===== config.mk =====
export PLATFORM = sky130hd
export DESIGN_NAME = prog_loader
export DESIGN_NICKNAME = d
export VERILOG_FILES = /design/src/rtl/prog_loader.sv
export SDC_FILE = /design/constraint.sdc
export NUM_CORES = 1
export LEC_CHECK = 0
export BUFFER_PORTS_ARGS = -buffer_cell sky130_fd_sc_hd__buf_2
export CAP_MARGIN = 25
export CORE_UTILIZATION = 30
export CTS_CLUSTER_DIAMETER = 80
export CTS_CLUSTER_SIZE = 40
export DETAILED_ROUTE_END_ITERATION = 16
export PLACE_DENSITY = 0.62
export SYNTH_ARGS = -nofsm -noshare
export SYNTH_HDL_FRONTEND = slang
export SYNTH_SLANG_ARGS = --single-unit

===== constraint.sdc =====
create_clock -name clk -period 2.25 [get_ports clk]
set_clock_uncertainty 0.2 [all_clocks]
set_input_delay 0.45 -clock clk [delete_from_list [all_inputs] [get_ports clk]]
set_output_delay 0.45 -clock clk [all_outputs]
set_load 0.02 [all_outputs]

===== src/rtl/prog_loader.sv =====
// prog_loader: streams machine code into instruction memory from address 0, then releases, starts and times the core.
module prog_loader #(
  parameter int D       = 12,
  parameter int W       = 9,
  parameter int CW      = 16,
  parameter int MAX_CYC = 4000
) (
  input  logic         clk,
  input  logic         reset,
  input  logic         in_valid,
  output logic         in_ready,
  input  logic [W-1:0] in_data,
  input  logic         in_last,
  output logic         im_wr_en,
  output logic [D-1:0] im_wr_addr,
  output logic [W-1:0] im_wr_data,
  output logic         core_reset,
  output logic         core_req,
  input  logic         core_done,
  input  logic         rearm,
  output logic         busy,
  output logic         ok,
  output logic         timed_out,
  output logic         overflow,
  output logic [D:0]   word_count,
  output logic [CW-1:0] cycle_count
);
  typedef enum logic [2:0] {LOAD, RELEASE, REQ, RUN, DONE, TMO, OVF} state_t;
  state_t state, nxt;
  logic accept, clear;
  logic [D:0] next_addr;
  assign in_ready   = state == LOAD;
  assign busy       = state inside {RELEASE, REQ, RUN};
  // core leaves reset one cycle after the final write lands, and stays out until a terminal state
  assign core_reset = !(state inside {REQ, RUN});
  assign im_wr_addr = word_count[D-1:0];
  assign accept     = in_valid & in_ready;
  // address of the word being accepted, accounting for a write still in flight
  assign next_addr  = word_count + {{D{1'b0}}, im_wr_en};
  assign clear      = (state inside {DONE, TMO, OVF}) & rearm;
  always_comb begin
    nxt = state;
    case (state)
      LOAD:    nxt = !accept ? LOAD : in_last ? RELEASE : (&next_addr[D-1:0]) ? OVF : LOAD;
      RELEASE: nxt = REQ;
      REQ:     nxt = RUN;
      RUN:     nxt = core_done ? DONE : (cycle_count == CW'(MAX_CYC - 1)) ? TMO : RUN;
      DONE, TMO, OVF: nxt = rearm ? LOAD : state;
      default: nxt = LOAD;
    endcase
  end
  always_ff @(posedge clk) begin
    if (reset) begin
      state       <= LOAD;
      im_wr_en    <= 1'b0;
      im_wr_data  <= '0;
      word_count  <= '0;
      cycle_count <= '0;
      core_req    <= 1'b0;
      ok          <= 1'b0;
      timed_out   <= 1'b0;
      overflow    <= 1'b0;
    end else begin
      state       <= nxt;
      im_wr_en    <= accept;
      im_wr_data  <= accept ? in_data : im_wr_data;
      core_req    <= state == REQ;
      word_count  <= clear ? '0 : word_count + {{D{1'b0}}, im_wr_en};
      cycle_count <= (clear || state == REQ) ? '0 : (state == RUN && nxt == RUN) ? cycle_count + 1'b1 : cycle_count;
      ok          <= !clear & (ok | (state == RUN && nxt == DONE));
      timed_out   <= !clear & (timed_out | (state == RUN && nxt == TMO));
      overflow    <= !clear & (overflow | (state == LOAD && nxt == OVF));
    end
  end
endmodule


==> load_flow_metrics.sql <==
INSERT INTO impl_metrics (metric_group, metric, value, unit) VALUES
('synthesis', 'postSynthCellCount', '266', ''),
('timing', 'worst_hold_margin', '0.191', 'ns'),
('pwr', 'power.density_cell_area', '725', 'nW/um^2'),
('grt', 'grt_start_max_net_pins', '17', ''),
('critical_path', 'internal_reg_to_reg_setup_slack', '0.09', 'ns'),
('route', 'via_count', '2018', ''),
('route', 'avgRoutedWirePerCell', '11.8', 'um'),
('critical_path', 'cp_data_arrival_time', '2.18', 'ns'),
('pwr', 'p_sw', '638', 'uW'),
('clocking', 'cts.htree.levels', '2', ''),
('route', 'drt_first_iter_violations', '43', ''),
('synthesis', 'cell_with_the_most_instances_after_synthesis', 'sky130_fd_sc_hd__dfxtp_1', ''),
('final_layout', 'number_of_fillers_in_the_final_layout', '783', ''),
('placed_design', 'routabilityCongestion', '0.828', ''),
('final_layout', 'proportion_of_layout_cells_with_a_drive_suffix_above_1', '30.4', '%'),
('pwr', 'seqPwrFrac', '45.0', '%'),
('pwr', 'switching_share', '31.2', '%'),
('clocking', 'cts_hold_buf', '0', ''),
('clocking', 'post-cts-setup-buffer-count', '0', ''),
('route', 'drt_wl_total', '5110', 'um'),
('floorplanning', 'start_util', '31.1', '%'),
('floorplanning', 'core_area', '7290', 'um^2'),
('synthesis', 'ys_ff_latch', '46', ''),
('synthesis', 'register_area_share_after_synthesis', '40.7', '%'),
('run', 'max-cap-violations', '0', ''),
('placed_design', 'buffer_ports.inserted', '72', ''),
('floorplanning', 'fp.dieArea', '7900', 'um^2'),
('clocking', 'clock_tree.root_cell', 'sky130_fd_sc_hd__clkbuf_8', ''),
('route', 'viasPerCell', '4.68', ''),
('synthesis', 'netlist_top_cells_area', 'sky130_fd_sc_hd__dfxtp_1, sky130_fd_sc_hd__xor2_1, sky130_fd_sc_hd__nor2_1, sky130_fd_sc_hd__nand2_1, sky130_fd_sc_hd__buf_4', ''),
('critical_path', 'critPathCaptureType', 'register', ''),
('pwr', 'power_frac_comb', '26.1', '%'),
('synthesis', 'yosys_warnings', '0', ''),
('placed_design', 'placed_cells', '423', ''),
('pwr', 'power.leakage', '1.21', 'nW'),
('synthesis', 'synthArstFlopShare', '0', '%'),
('timing', 'slew_violations', '0', ''),
('synthesis', 'yosysTopAreaCellShare', '40.7', '%'),
('grt', 'grt_pass1_wl', '8540', 'um'),
('floorplanning', 'die_height', '88.9', 'um'),
('clocking', 'cts_made_buffers', '5', ''),
('route', 'final_antenna_net_count', '0', ''),
('timing', 'layout_setup_ws', '0.0884', 'ns'),
('clocking', 'worst_skew_pair.late_latency', '0.29', 'ns'),
('outcome', 'outcome', 'completed', ''),
('route', 'drtPass1Iterations', '4', ''),
('final_layout', 'post_layout_nonfiller_instances', '431', ''),
('pwr', 'worst_ir_drop_vdd', '0.534', 'mV'),
('synthesis', 'synth.avg_cell_area', '8.51', 'um^2'),
('critical_path', 'ws_path_type', 'reg2reg', ''),
('critical_path', 'critical_path_peak_fanout', '5', ''),
('pwr', 'internal-power', '1.40', 'mW'),
('grt', 'antenna_found_initial', '0', ''),
('grt', 'grt-ovfl-total', '0', ''),
('timing', 'final_report_setup_violation_count', '0', ''),
('critical_path', 'data_required_time_at_the_worst_endpoint', '2.27', 'ns'),
('synthesis', 'synthDominantAreaCellType', 'sky130_fd_sc_hd__dfxtp_1', ''),
('pwr', 'clock_power_share', '28.9', '%'),
('final_layout', 'area_growth_syn_to_layout', '24.5', '%'),
('final_layout', 'final_net_count', '349', ''),
('timing', 'post-route-period-util', '96.1', '%'),
('critical_path', 'cpMaxStageDelayCell', 'sky130_fd_sc_hd__or4_4', ''),
('synthesis', 'synth_edf_count', '0', ''),
('placed_design', 'detailedPlacementHpwl', '3790', 'um'),
('clocking', 'cts.sinks', '46', ''),
('min_path', 'hold_path_class', 'in2reg', ''),
('grt', 'grt_usage', '13.9', '%'),
('final_layout', 'insertedDiodeCount', '0', ''),
('placed_design', 'preCtsSetupSlack', '-0.0362', 'ns'),
('synthesis', 'syn-cell-area', '2260', 'um^2'),
('floorplanning', 'die_width', '88.9', 'um');
[sequential cells by signal, summed over array words and instances, names as in the netlist]
| signal | cells |
|---|---|
| core_req | 1 |
| im_wr_data | 9 |
| state | 3 |
| overflow | 1 |
| im_wr_en | 1 |
| cycle_count | 16 |
| ok | 1 |
| word_count | 13 |
| timed_out | 1 |
[layout make-up]
| cell class | count | area (um^2) | area share [%] |
|---|---|---|---|
| inverters | 4 | 15.0 | 0.533 |
| clock buffers | 7 | 76.3 | 2.71 |
| repair buffers | 84 | 450 | 16.0 |
| multi-input cells | 190 | 1200 | 42.5 |
| clock inverters | 1 | 30.0 | 1.07 |
| flip-flops and latches | 46 | 925 | 32.8 |
| well taps | 99 | 124 | 4.39 |
[metal layers]
layer | track usage, % | routed length, um | vias up
met5 | 0 | 0 | -
met4 | 3.52 | 22 | 0
met3 | 3.92 | 282 | 2
met2 | 22.9 | 2300 | 53
met1 | 18.0 | 2500 | 929
li1 | - | - | 1034
[cells by family (layout without fill, tap and decap cells)]
logic type | after synthesis | after routing | synth area share [%]
flops | 46 | 46 | 40.7
fa+ha+maj | 3 | 3 | 1.66
compound gates | 29 | 29 | 8.12
mux | 1 | 1 | 0.442
simple gates | 130 | 130 | 30.5
xor+xnor | 27 | 27 | 10.4
buf+inv | 30 | 96 | 8.18
[metrics by stage]
step	TNS [ns]	area, um^2
after floorplan	0	2260
after global placement	0	2670
after detailed placement	-0.0960	2670
after CTS	0	2780
after global routing	-0.0283	2820
final	0	2820
[power groups by stage]
| stage | sequential [mW] | combinational (mW) | clock (mW) |
|---|---|---|---|
| global route | 0.927 | 0.590 | 0.662 |
| CTS | 0.912 | 0.536 | 0.622 |
| floorplan | 0.973 | 0.318 | 0 |
| detailed placement | 0.930 | 0.533 | 0 |
| global placement | 0.927 | 0.531 | 0 |
| finish | 0.919 | 0.533 | 0.590 |
[placed cells by master (no fill, tap or decap), drive strengths merged]
master   Yosys  final
a2111o       1      1
a211oi       3      3
a21oi       14     14
a311oi       1      1
a31o         1      1
a31oi        4      4
a41oi        1      1
and2         4      4
and3         5      5
and3b        1      1
and4         2      2
and4b        1      1
buf         20     84
bufinv       0      1
clkbuf       6      7
dfxtp       46     46
ha           3      3
inv          4      4
mux2i        1      1
nand2       31     31
nand2b       1      1
nand3       10     10
nand3b       4      4
nand4       11     11
nand4b       2      2
nand4bb      3      3
nor2        40     40
nor3         6      6
nor3b        1      1
nor4         1      1
nor4b        2      2
nor4bb       2      2
o21ai        1      1
o21bai       2      2
o2bb2ai      1      1
or3          2      2
or4          1      1
xnor2        7      7
xor2        20     20
[worst max-delay path, delay by kind of cell, from the launching register on]
kind / cells / cell delay [ns]
and+or+nand+nor: 2 / 0.71
AOI/OAI and AO/OA: 3 / 0.61
DFF: 1 / 0.40
adders and majority gates: 1 / 0.17
[final timing paths]
check | from | end | cells past startpoint
setup / recovery | im_wr_en | overflow | 6
hold / removal | in_data[5] | im_wr_data[5] | 3
setup reg to reg | im_wr_en | overflow | 6
hold reg to reg | im_wr_data[2] | im_wr_data[2] | 2
[repair_timing]
item | 4_1_cts | 5_1_grt
endpoints found under the setup margin | 3 | 3
resized for setup | 2 | 7
pin swaps | 0 | 0
Power figures use the tool's default switching activity.
